**src/rtl/i2c_pkg.sv**
```systemverilog
// Shared types and constants for the I2C write-only target receiver.
package i2c_pkg;

    typedef enum logic [2:0] {
        ST_IDLE,
        ST_ADDR,
        ST_ADDR_ACK,
        ST_DATA,
        ST_DATA_ACK,
        ST_IGNORE
    } i2c_rx_state_t;

    localparam int         I2C_ADDR_W        = 7;
    localparam logic [6:0] I2C_GEN_CALL_ADDR = 7'h00;
    localparam logic       I2C_RW_WRITE      = 1'b0;

endpackage

```
**src/rtl/i2c_rx_fifo.sv**
```systemverilog
// Small synchronous FIFO buffering received bytes toward the system-side consumer.
module i2c_rx_fifo #(
    parameter int WIDTH = 8,
    parameter int DEPTH = 4
) (
    input  logic             clk,
    input  logic             rstn,
    input  logic             i_push,
    input  logic [WIDTH-1:0] i_push_data,
    input  logic             i_pop,
    output logic [WIDTH-1:0] o_head,
    output logic             o_full,
    output logic             o_empty
);

    localparam int PTR_W = (DEPTH > 1) ? $clog2(DEPTH) : 1;

    logic [WIDTH-1:0] r_mem [DEPTH];
    logic [PTR_W-1:0] r_wr_ptr;
    logic [PTR_W-1:0] r_rd_ptr;
    logic [PTR_W:0]   r_count;
    logic             w_push;
    logic             w_pop;

    assign o_full  = (r_count == (PTR_W + 1)'(DEPTH));
    assign o_empty = (r_count == '0);
    assign w_push  = i_push & ~o_full;
    assign w_pop   = i_pop & ~o_empty;
    assign o_head  = o_empty ? '0 : r_mem[r_rd_ptr];

    always_ff @(posedge clk or negedge rstn) begin
        if (!rstn) begin
            r_wr_ptr <= '0;
            r_rd_ptr <= '0;
            r_count  <= '0;
        end else begin
            if (w_push) r_wr_ptr <= r_wr_ptr + 1'b1;
            if (w_pop)  r_rd_ptr <= r_rd_ptr + 1'b1;
            case ({w_push, w_pop})
                2'b10:   r_count <= r_count + 1'b1;
                2'b01:   r_count <= r_count - 1'b1;
                default: r_count <= r_count;
            endcase
        end
    end

    // NOTE: storage is not reset; the head is forced to zero while empty so stale entries never show.
    always_ff @(posedge clk) begin
        if (w_push) r_mem[r_wr_ptr] <= i_push_data;
    end

endmodule

```
**src/rtl/i2c_target_rx.sv**
```systemverilog
// Write-only I2C target: START/STOP detection, 7-bit address match, ACKed bursts into a FIFO.
// Optional general-call acceptance is enabled by defining I2C_RX_GENERAL_CALL_EN.
module i2c_target_rx
    import i2c_pkg::*;
#(
    parameter int SYNC_STAGES = 2,
    parameter int FIFO_DEPTH  = 4,
    parameter int MAX_BYTES   = 16,
    parameter int CNT_W       = $clog2(MAX_BYTES + 1)
) (
    input  logic                  clk,
    input  logic                  rstn,
    input  logic                  scl_i,
    input  logic                  sda_i,
    output logic                  sda_oe,
    input  logic [I2C_ADDR_W-1:0] own_addr,
    output logic [7:0]            data_o,
    output logic                  data_valid,
    input  logic                  data_ready,
    output logic                  start_o,
    output logic                  stop_o,
    output logic                  busy,
    output logic                  overrun,
    output logic [CNT_W-1:0]      byte_count,
    output logic                  gen_call
);

    logic [SYNC_STAGES-1:0] r_scl_sync;
    logic [SYNC_STAGES-1:0] r_sda_sync;
    logic                   r_scl_q;
    logic                   r_sda_q;

    i2c_rx_state_t          r_state;
    logic [2:0]             r_bit_cnt;
    logic [6:0]             r_shift;
    logic                   r_ack_pending;
    logic                   r_ack_drv;
    logic                   r_sda_oe;
    logic                   r_start;
    logic                   r_stop;
    logic                   r_overrun;
    logic                   r_busy;
    logic                   r_gen_call;
    logic [CNT_W-1:0]       r_byte_count;

    logic w_scl_s, w_sda_s;
    logic w_start, w_stop, w_scl_rise, w_scl_fall;
    logic w_last_bit, w_room, w_push, w_addr_match, w_gc_match;
    logic w_fifo_full, w_fifo_empty;
    logic [7:0] w_byte;

    // NOTE: non-blocking assignments so each stage captures its neighbour's previous value.
    always_ff @(posedge clk or negedge rstn) begin
        if (!rstn) begin
            r_scl_sync <= '1;
            r_sda_sync <= '1;
            r_scl_q    <= 1'b1;
            r_sda_q    <= 1'b1;
        end else begin
            r_scl_sync <= {r_scl_sync[SYNC_STAGES-2:0], scl_i};
            r_sda_sync <= {r_sda_sync[SYNC_STAGES-2:0], sda_i};
            r_scl_q    <= w_scl_s;
            r_sda_q    <= w_sda_s;
        end
    end

    assign w_scl_s    = r_scl_sync[SYNC_STAGES-1];
    assign w_sda_s    = r_sda_sync[SYNC_STAGES-1];
    assign w_start    = w_scl_s & r_sda_q & ~w_sda_s;
    assign w_stop     = w_scl_s & ~r_sda_q & w_sda_s;
    assign w_scl_rise = w_scl_s & ~r_scl_q;
    assign w_scl_fall = ~w_scl_s & r_scl_q;

    assign w_byte       = {r_shift, w_sda_s};
    assign w_last_bit   = w_scl_rise && (r_bit_cnt == 3'd0);
    assign w_room       = ~w_fifo_full && (r_byte_count < CNT_W'(MAX_BYTES));
    assign w_push       = (r_state == ST_DATA) && w_last_bit && w_room && !w_start && !w_stop;
    assign w_addr_match = (w_byte[7:1] == own_addr) && (w_byte[0] == I2C_RW_WRITE);
`ifdef I2C_RX_GENERAL_CALL_EN
    assign w_gc_match   = (w_byte == {I2C_GEN_CALL_ADDR, I2C_RW_WRITE});
`else
    assign w_gc_match   = 1'b0;
`endif

    always_ff @(posedge clk or negedge rstn) begin
        if (!rstn) begin
            r_state       <= ST_IDLE;
            r_bit_cnt     <= 3'd7;
            r_shift       <= '0;
            r_ack_pending <= 1'b0;
            r_ack_drv     <= 1'b0;
            r_sda_oe      <= 1'b0;
            r_start       <= 1'b0;
            r_stop        <= 1'b0;
            r_overrun     <= 1'b0;
            r_busy        <= 1'b0;
            r_gen_call    <= 1'b0;
            r_byte_count  <= '0;
        end else begin
            r_start   <= 1'b0;
            r_stop    <= 1'b0;
            r_overrun <= 1'b0;
            if (w_start) begin
                r_state      <= ST_ADDR;
                r_bit_cnt    <= 3'd7;
                r_byte_count <= '0;
                r_gen_call   <= 1'b0;
                r_busy       <= 1'b1;
                r_start      <= 1'b1;
                r_sda_oe     <= 1'b0;
                r_ack_drv    <= 1'b0;
            end else if (w_stop) begin
                r_state    <= ST_IDLE;
                r_busy     <= 1'b0;
                r_sda_oe   <= 1'b0;
                r_stop     <= 1'b1;
                r_gen_call <= 1'b0;
                r_ack_drv  <= 1'b0;
            end else begin
                case (r_state)
                    ST_ADDR, ST_DATA: begin
                        if (w_scl_rise) begin
                            r_shift   <= w_byte[6:0];
                            r_bit_cnt <= r_bit_cnt - 3'd1;
                        end
                        if (w_last_bit && r_state == ST_ADDR) begin
                            r_ack_pending <= w_addr_match | w_gc_match;
                            r_gen_call    <= w_gc_match;
                            r_state       <= ST_ADDR_ACK;
                        end else if (w_last_bit) begin
                            // A rejected byte is NACKed and the rest of the frame ignored.
                            r_ack_pending <= w_room;
                            r_overrun     <= ~w_room;
                            if (w_room) r_byte_count <= r_byte_count + CNT_W'(1);
                            r_state       <= ST_DATA_ACK;
                        end
                    end
                    ST_ADDR_ACK, ST_DATA_ACK: begin
                        if (w_scl_fall && !r_ack_drv) begin
                            r_ack_drv <= 1'b1;
                            r_sda_oe  <= r_ack_pending;
                        end else if (w_scl_fall) begin
                            r_ack_drv <= 1'b0;
                            r_sda_oe  <= 1'b0;
                            r_state   <= r_ack_pending ? ST_DATA : ST_IGNORE;
                        end
                    end
                    default: ;
                endcase
            end
        end
    end

    i2c_rx_fifo #(
        .WIDTH (8),
        .DEPTH (FIFO_DEPTH)
    ) u_fifo (
        .clk         (clk),
        .rstn        (rstn),
        .i_push      (w_push),
        .i_push_data (w_byte),
        .i_pop       (data_ready),
        .o_head      (data_o),
        .o_full      (w_fifo_full),
        .o_empty     (w_fifo_empty)
    );

    assign data_valid = ~w_fifo_empty;
    assign sda_oe     = r_sda_oe;
    assign start_o    = r_start;
    assign stop_o     = r_stop;
    assign overrun    = r_overrun;
    assign busy       = r_busy;
    assign byte_count = r_byte_count;
    assign gen_call   = r_gen_call;

endmodule

```
**config.mk**
```make
export PLATFORM = sky130hd
export DESIGN_NAME = i2c_target_rx
export DESIGN_NICKNAME = d
export VERILOG_FILES = /design/src/rtl/i2c_pkg.sv /design/src/rtl/i2c_rx_fifo.sv /design/src/rtl/i2c_target_rx.sv
export SDC_FILE = /design/constraint.sdc
export NUM_CORES = 1
export LEC_CHECK = 0
export CAP_MARGIN = 40
export CELL_PAD_IN_SITES_DETAIL_PLACEMENT = 2
export CELL_PAD_IN_SITES_GLOBAL_PLACEMENT = 2
export CORE_MARGIN = 4
export CORE_UTILIZATION = 34
export CTS_CLUSTER_DIAMETER = 40
export CTS_CLUSTER_SIZE = 12
export DETAILED_ROUTE_END_ITERATION = 8
export GPL_TIMING_DRIVEN = 0
export PLACE_DENSITY_LB_ADDON = 0.1
export SETUP_SLACK_MARGIN = 0.1
export SYNTH_ARGS = -nofsm -noshare
export SYNTH_HDL_FRONTEND = slang
export SYNTH_SLANG_ARGS = --single-unit
```
**constraint.sdc**
```tcl
create_clock -name clk -period 7.2 [get_ports clk]
set_input_delay 2.16 -clock clk [delete_from_list [all_inputs] [get_ports clk]]
set_output_delay 2.16 -clock clk [all_outputs]
set_load 0.005 [all_outputs]
```
=== Yosys cells after proc, flatten, opt, wreduce, memory -nomap -nowiden ===
Memory sizes are Yosys's and may differ from the RTL's.
Cells that the tools add are included.

* Flip-flop bits (word level): 39
* Bits in latches: 0
* RAM bits: 32
* Bits in read-only memories: 0
* Input bits: 12
* Output and inout bits: 20
* Word-level logic and storage cells: 139
* Memories: 1

{| class="wikitable"
|+ Memory list
! memory !! depth !! bits a word !! read ports !! clocked after Yosys merged registers in !! wr ports !! line !! source
|-
| u_fifo.r_mem || 4 || 8 || 1 || 0 || 1 || i2c_rx_fifo.sv:18 || <nowiki>logic [WIDTH-1:0] r_mem [DEPTH];</nowiki>
|}

* Add/subtract/negate cells: 6
* Multipliers: 0
* Div/mod/pow operators: 0
* Order comparisons: 1
* Equality and inequality tests: 13
* Shift-type cells: 0
* Multiplexer cells: 47
* Bitwise logic cells: 17
* Reduce and logical (&&, ||, !) cells: 35

{| class="wikitable"
|+ Operator list
! cell !! count
|-
| $mux 3 || 11
|-
| $mux 5 || 6
|-
| $mux 1 || 27
|-
| $reduce_bool 2->1 || 7
|-
| $pmux 3 s2 || 2
|-
| $reduce_and 4->1 || 3
|-
| $logic_and 1x1->1 || 9
|-
| $not 1->1 || 9
|-
| $reduce_bool 3->1 || 3
|-
| $and 1x1->1 || 8
|-
| $mux 8 || 1
|-
| $ne 4x4->1 const B || 2
|-
| $reduce_bool 4->1 || 2
|-
| $eq 7x7->1 || 1
|-
| $eq 3x2->1 const B || 2
|-
| $eq 3x3->1 const B || 2
|-
| $logic_not 3->1 || 2
|-
| $sub 3x1->3 const B || 2
|-
| $add 5x1->5 const B || 1
|-
| $lt 5x5->1 const B || 1
|-
| $ne 5x5->1 const B || 1
|-
| $reduce_and 5->1 || 1
|-
| $add 2x1->2 const B || 2
|-
| $ne 2x2->1 const B || 2
|-
| 8 further kinds || 12
|}

=== Longest topological paths before layout ===
* Depth after elaboration: 10
* Gate-level depth with buffers: 12
* Mapped depth without buffers: 12

=== Hierarchy ===
From an unflattened synthesis, not the netlist that was laid out.

* Cells, all modules: 231
* Area, all modules: 3,219.3 um2

{| class="wikitable"
|+ Modules (own cells, without submodules)
! module !! times used !! cells each !! area each (um2) !! seq. area each (um2)
|-
| i2c_rx_fifo || 1 || 89 || 1,656.6 || 1,136.1
|-
| i2c_target_rx || 1 || 142 || 1,562.7 || 787.0
|}

=== Least setup slack after synthesis ===
OpenSTA, ideal clock, no wires.

* Kind: register to output
* Start point: register u_fifo.r_rd_ptr[0]
* End point: output data_o[0]
* Arrival time: 1,241 ps
* Required time: 5,040 ps
* Slack: 3,799 ps
* Stages on the path, launching flop included: 4
* Path buffers: 1
* Cell sequence: dfrtp_1 > buf_2 > mux4_2 > and2_1

* Longest elaborated chain between the ends: 2

{| class="wikitable"
|+ RTL lines
! what !! line !! source
|-
| from (decl) || i2c_rx_fifo.sv:20 || <nowiki>logic [PTR_W-1:0] r_rd_ptr;</nowiki>
|-
| from (signal assigned) || i2c_rx_fifo.sv:38 || <nowiki>if (w_pop) r_rd_ptr <= r_rd_ptr + 1'b1;</nowiki>
|-
| $mem_v2 4x8 || n/a ||
|-
| $mux 8 || i2c_rx_fifo.sv:29 || <nowiki>assign o_head = o_empty ? '0 : r_mem[r_rd_ptr];</nowiki>
|-
| to (decl) || i2c_target_rx.sv:17 || <nowiki>output logic [7:0] data_o,</nowiki>
|}

Every way passes these cells.

=== Final worst setup path ===
* Start point: register u_fifo.r_rd_ptr[0]
* End point: output data_o[5]

The elaborated chain is that of the path after synthesis.

==> results.toml <==
[die]
die_w_um = 105
io_pins = 32
rows = 35
core_um2 = 9200
dieArea_um2 = 11000
start_util_pct = 34.7
chipHeight_um = 105

[routing]
via_per_inst = 4.94
post_drt_wl_per_cell_um = 17.6
first_pass_iters = 4
drt_iter0_markers = 44
drc_errors = 0
wl_um = 6860
postRouteAntennaNets = 0
vias = 1920

[power]
total_power_mw = 1.17
ir_worst_vdd_mv = 0.127
p_leak_nw = 1.48
power_density_nw_per_um2 = 307

[timing]
fin_crit_ps = 4280
tightest_slew_ps = 525
rsz0062_at_grt = "no"
fmax_mhz = 234
tns_ps = 0
finalCritPeriodShare_pct = 59.4
slew_headroom_pct = 65.0
hold_viol = 0
clock_skew_ps = 11.4
worst_slack_ps = 2920
setup_viol = 0
final_max_slew_viol_count = 0

[min_path]
min_path_type = "reg -> reg"

[final_layout]
utilization_pct = 41.5
num_antenna_cells = 0
final_common_cell = "edfxtp_1"
drive_above_1_share_pct = 19.8
final_design_area_no_fill_um2 = 3820
multi_input_area_um2 = 1160
nFillCells = 949
nets = 294
synthToLayoutAreaGrowth_pct = 19.6
regArea_um2 = 1920
final_cell_mix = "edfxtp_1, dfrtp_1, clkdlybuf4s50_1"

[worst_setup_path]
cp_data_arrival_time_ps = 2120
crit_start = "u_fifo.r_rd_ptr[0]"
required_ps = 5040
crit_end = "data_o[5]"
r2r_end = "u_fifo.r_count[2]"
reg2reg_from = "r_bit_cnt[0]"
ff2ff_setup_slack_ps = 4570
crit_type = "reg -> out"
cp_max_fo = 10
end_kind = "primary output"
r2r_cells = 12
crit_path_start_kind = "register"

[synthesis]
yosys_warnings = 0
synth-seq-cells = 70
syn_area_per_cell_um2 = 13.8
syn-cell-area_um2 = 3190
synth_cell_types = 54
synth.yosys.seq_area_share_pct = 60.3
syn_nets = 252
synth_async_sr_flop_share_pct = 54.3
synth-edff-count = 32
netlist_instances = 231
synth_ff_type = "edfxtp_1"

[clock_tree]
cts_tree = "built"
clockBufferDepth = 2
cts_root_buf = "clkbuf_8"
holdBufCountCts = 0
clk_latency_ps = 330
clk_pin_slew_ps = 70
cts.repair.resized = 0
cts_max_level = 3
cts_buffers = 9
cts_setup_buffers = 0
clock-sinks = 70

[global_route]
grt_overflow = 0
grt_pass1_vias = 2190
antenna_found_initial = 0
grt_max_degree = 35
grt_usage_pct = 13.8
grt_pass1_wl_um = 11800

[run_status]
status = "complete, no violations"

[place]
dp.final_hpwl_um = 5020
place_area_um2 = 3650
gp_congestion = 0.700
io_buffers = 30
dp_slack_ps = 3220

[job]
maxCapViolCount = 0
## metrics by stage
step                      hold slack, ps  instances
after floorplan                      345        231
final                                359        389
after CTS                            360        389
after detailed placement             349        373
after global routing                 363        389
after global placement               348        372
## synth_stat cells (2+ instances only)
cell	count	area share (%)
o22ai_1	2	0.39
buf_2	3	0.47
nor3b_1	4	0.94
clkbuf_1	2	0.24
a32oi_1	2	0.55
mux2i_1	2	0.63
o21ai_0	6	0.94
xor2_1	6	1.6
inv_1	15	1.8
nand3_1	4	0.63
and2_1	14	2.7
edfxtp_1	32	30
a21oi_1	6	0.94
a22o_1	4	1.1
nor2b_1	2	0.39
dfrtp_1	29	23
buf_4	2	0.47
dfstp_2	9	7.4
mux2_2	8	2.8
xnor2_1	10	2.7
nor3_1	3	0.47
nor2_1	5	0.59
ha_1	8	3.1
nand4_1	2	0.39
a2111oi_0	2	0.55
nand2_1	14	1.6
mux4_2	8	5.6
## critical path, cell delays in order (launching register included)
cell and delay, ps:
dfrtp_1 320, buf_2 310, mux4_2 560, and2_1 170
clkdlybuf4s50_1 440
## worst min path at each step
stage | from | to | slack (ps) | depth (start not counted)
after floorplan | r_scl_sync[0] | r_scl_sync[1] | 350 | 0
after global placement | r_scl_sync[0] | r_scl_sync[1] | 350 | 0
after detailed placement | r_scl_sync[0] | r_scl_sync[1] | 350 | 0
after CTS | r_scl_sync[0] | r_scl_sync[1] | 360 | 0
after global routing | r_sda_sync[0] | r_sda_sync[1] | 360 | 0
final | r_scl_sync[0] | r_scl_sync[1] | 360 | 0
## power by group
| group | total, mW | switching, mW | internal (mW) |
|---|---|---|---|
| Clock | 0.280 | 0.154 | 0.126 |
| Combinational | 0.368 | 0.161 | 0.207 |
| Sequential | 0.525 | 0.0468 | 0.478 |
| Total | 1.17 | 0.361 | 0.811 |
## cells by family (layout without fill, tap and decap cells)
kind of cell,Yosys count,count (layout),share of synthesized area (%)
flops,70,70,60.3
simple gates,60,60,11.5
compound gates,31,31,7.02
buf+inv,25,72,3.53
mux,19,19,9.45
xor+xnor,16,16,4.39
fa+ha+maj,9,9,3.76
other cells,1,1,0.117
## per-layer routing
| metal | up-vias | track usage (%) | routed length [um] | share of wire (%) |
|---|---|---|---|---|
| met5 | - | 0 | 0 | 0 |
| met4 | 0 | 4.78 | 74 | 1.1 |
| met3 | 4 | 2.35 | 171 | 2.5 |
| met2 | 26 | 22.3 | 3370 | 49 |
| met1 | 974 | 18.7 | 3240 | 47 |
| li1 | 916 | - | - | - |
## state kept, by name, summed over array words and instances (netlist names)
signal,flops
start_o,1
u_fifo.r_count,3
busy,1
overrun,1
u_fifo.r_mem,32
r_ack_drv,1
r_scl_q,1
r_shift,7
u_fifo.r_rd_ptr,2
sda_oe,1
r_ack_pending,1
r_bit_cnt,3
r_scl_sync,2
stop_o,1
r_sda_q,1
r_state,3
byte_count,5
r_sda_sync,2
u_fifo.r_wr_ptr,2
## final cells by class
cell class / count / area share [%]
clock inverter: 7 / 1.25
tap: 111 / 3.64
timing repair buffer: 31 / 8.26
inverter: 16 / 1.57
buffer: 9 / 1.38
clock buffer: 9 / 3.24
sequential: 70 / 50.4
multi-input combinational: 136 / 30.3
Power figures use the tool's default switching activity.
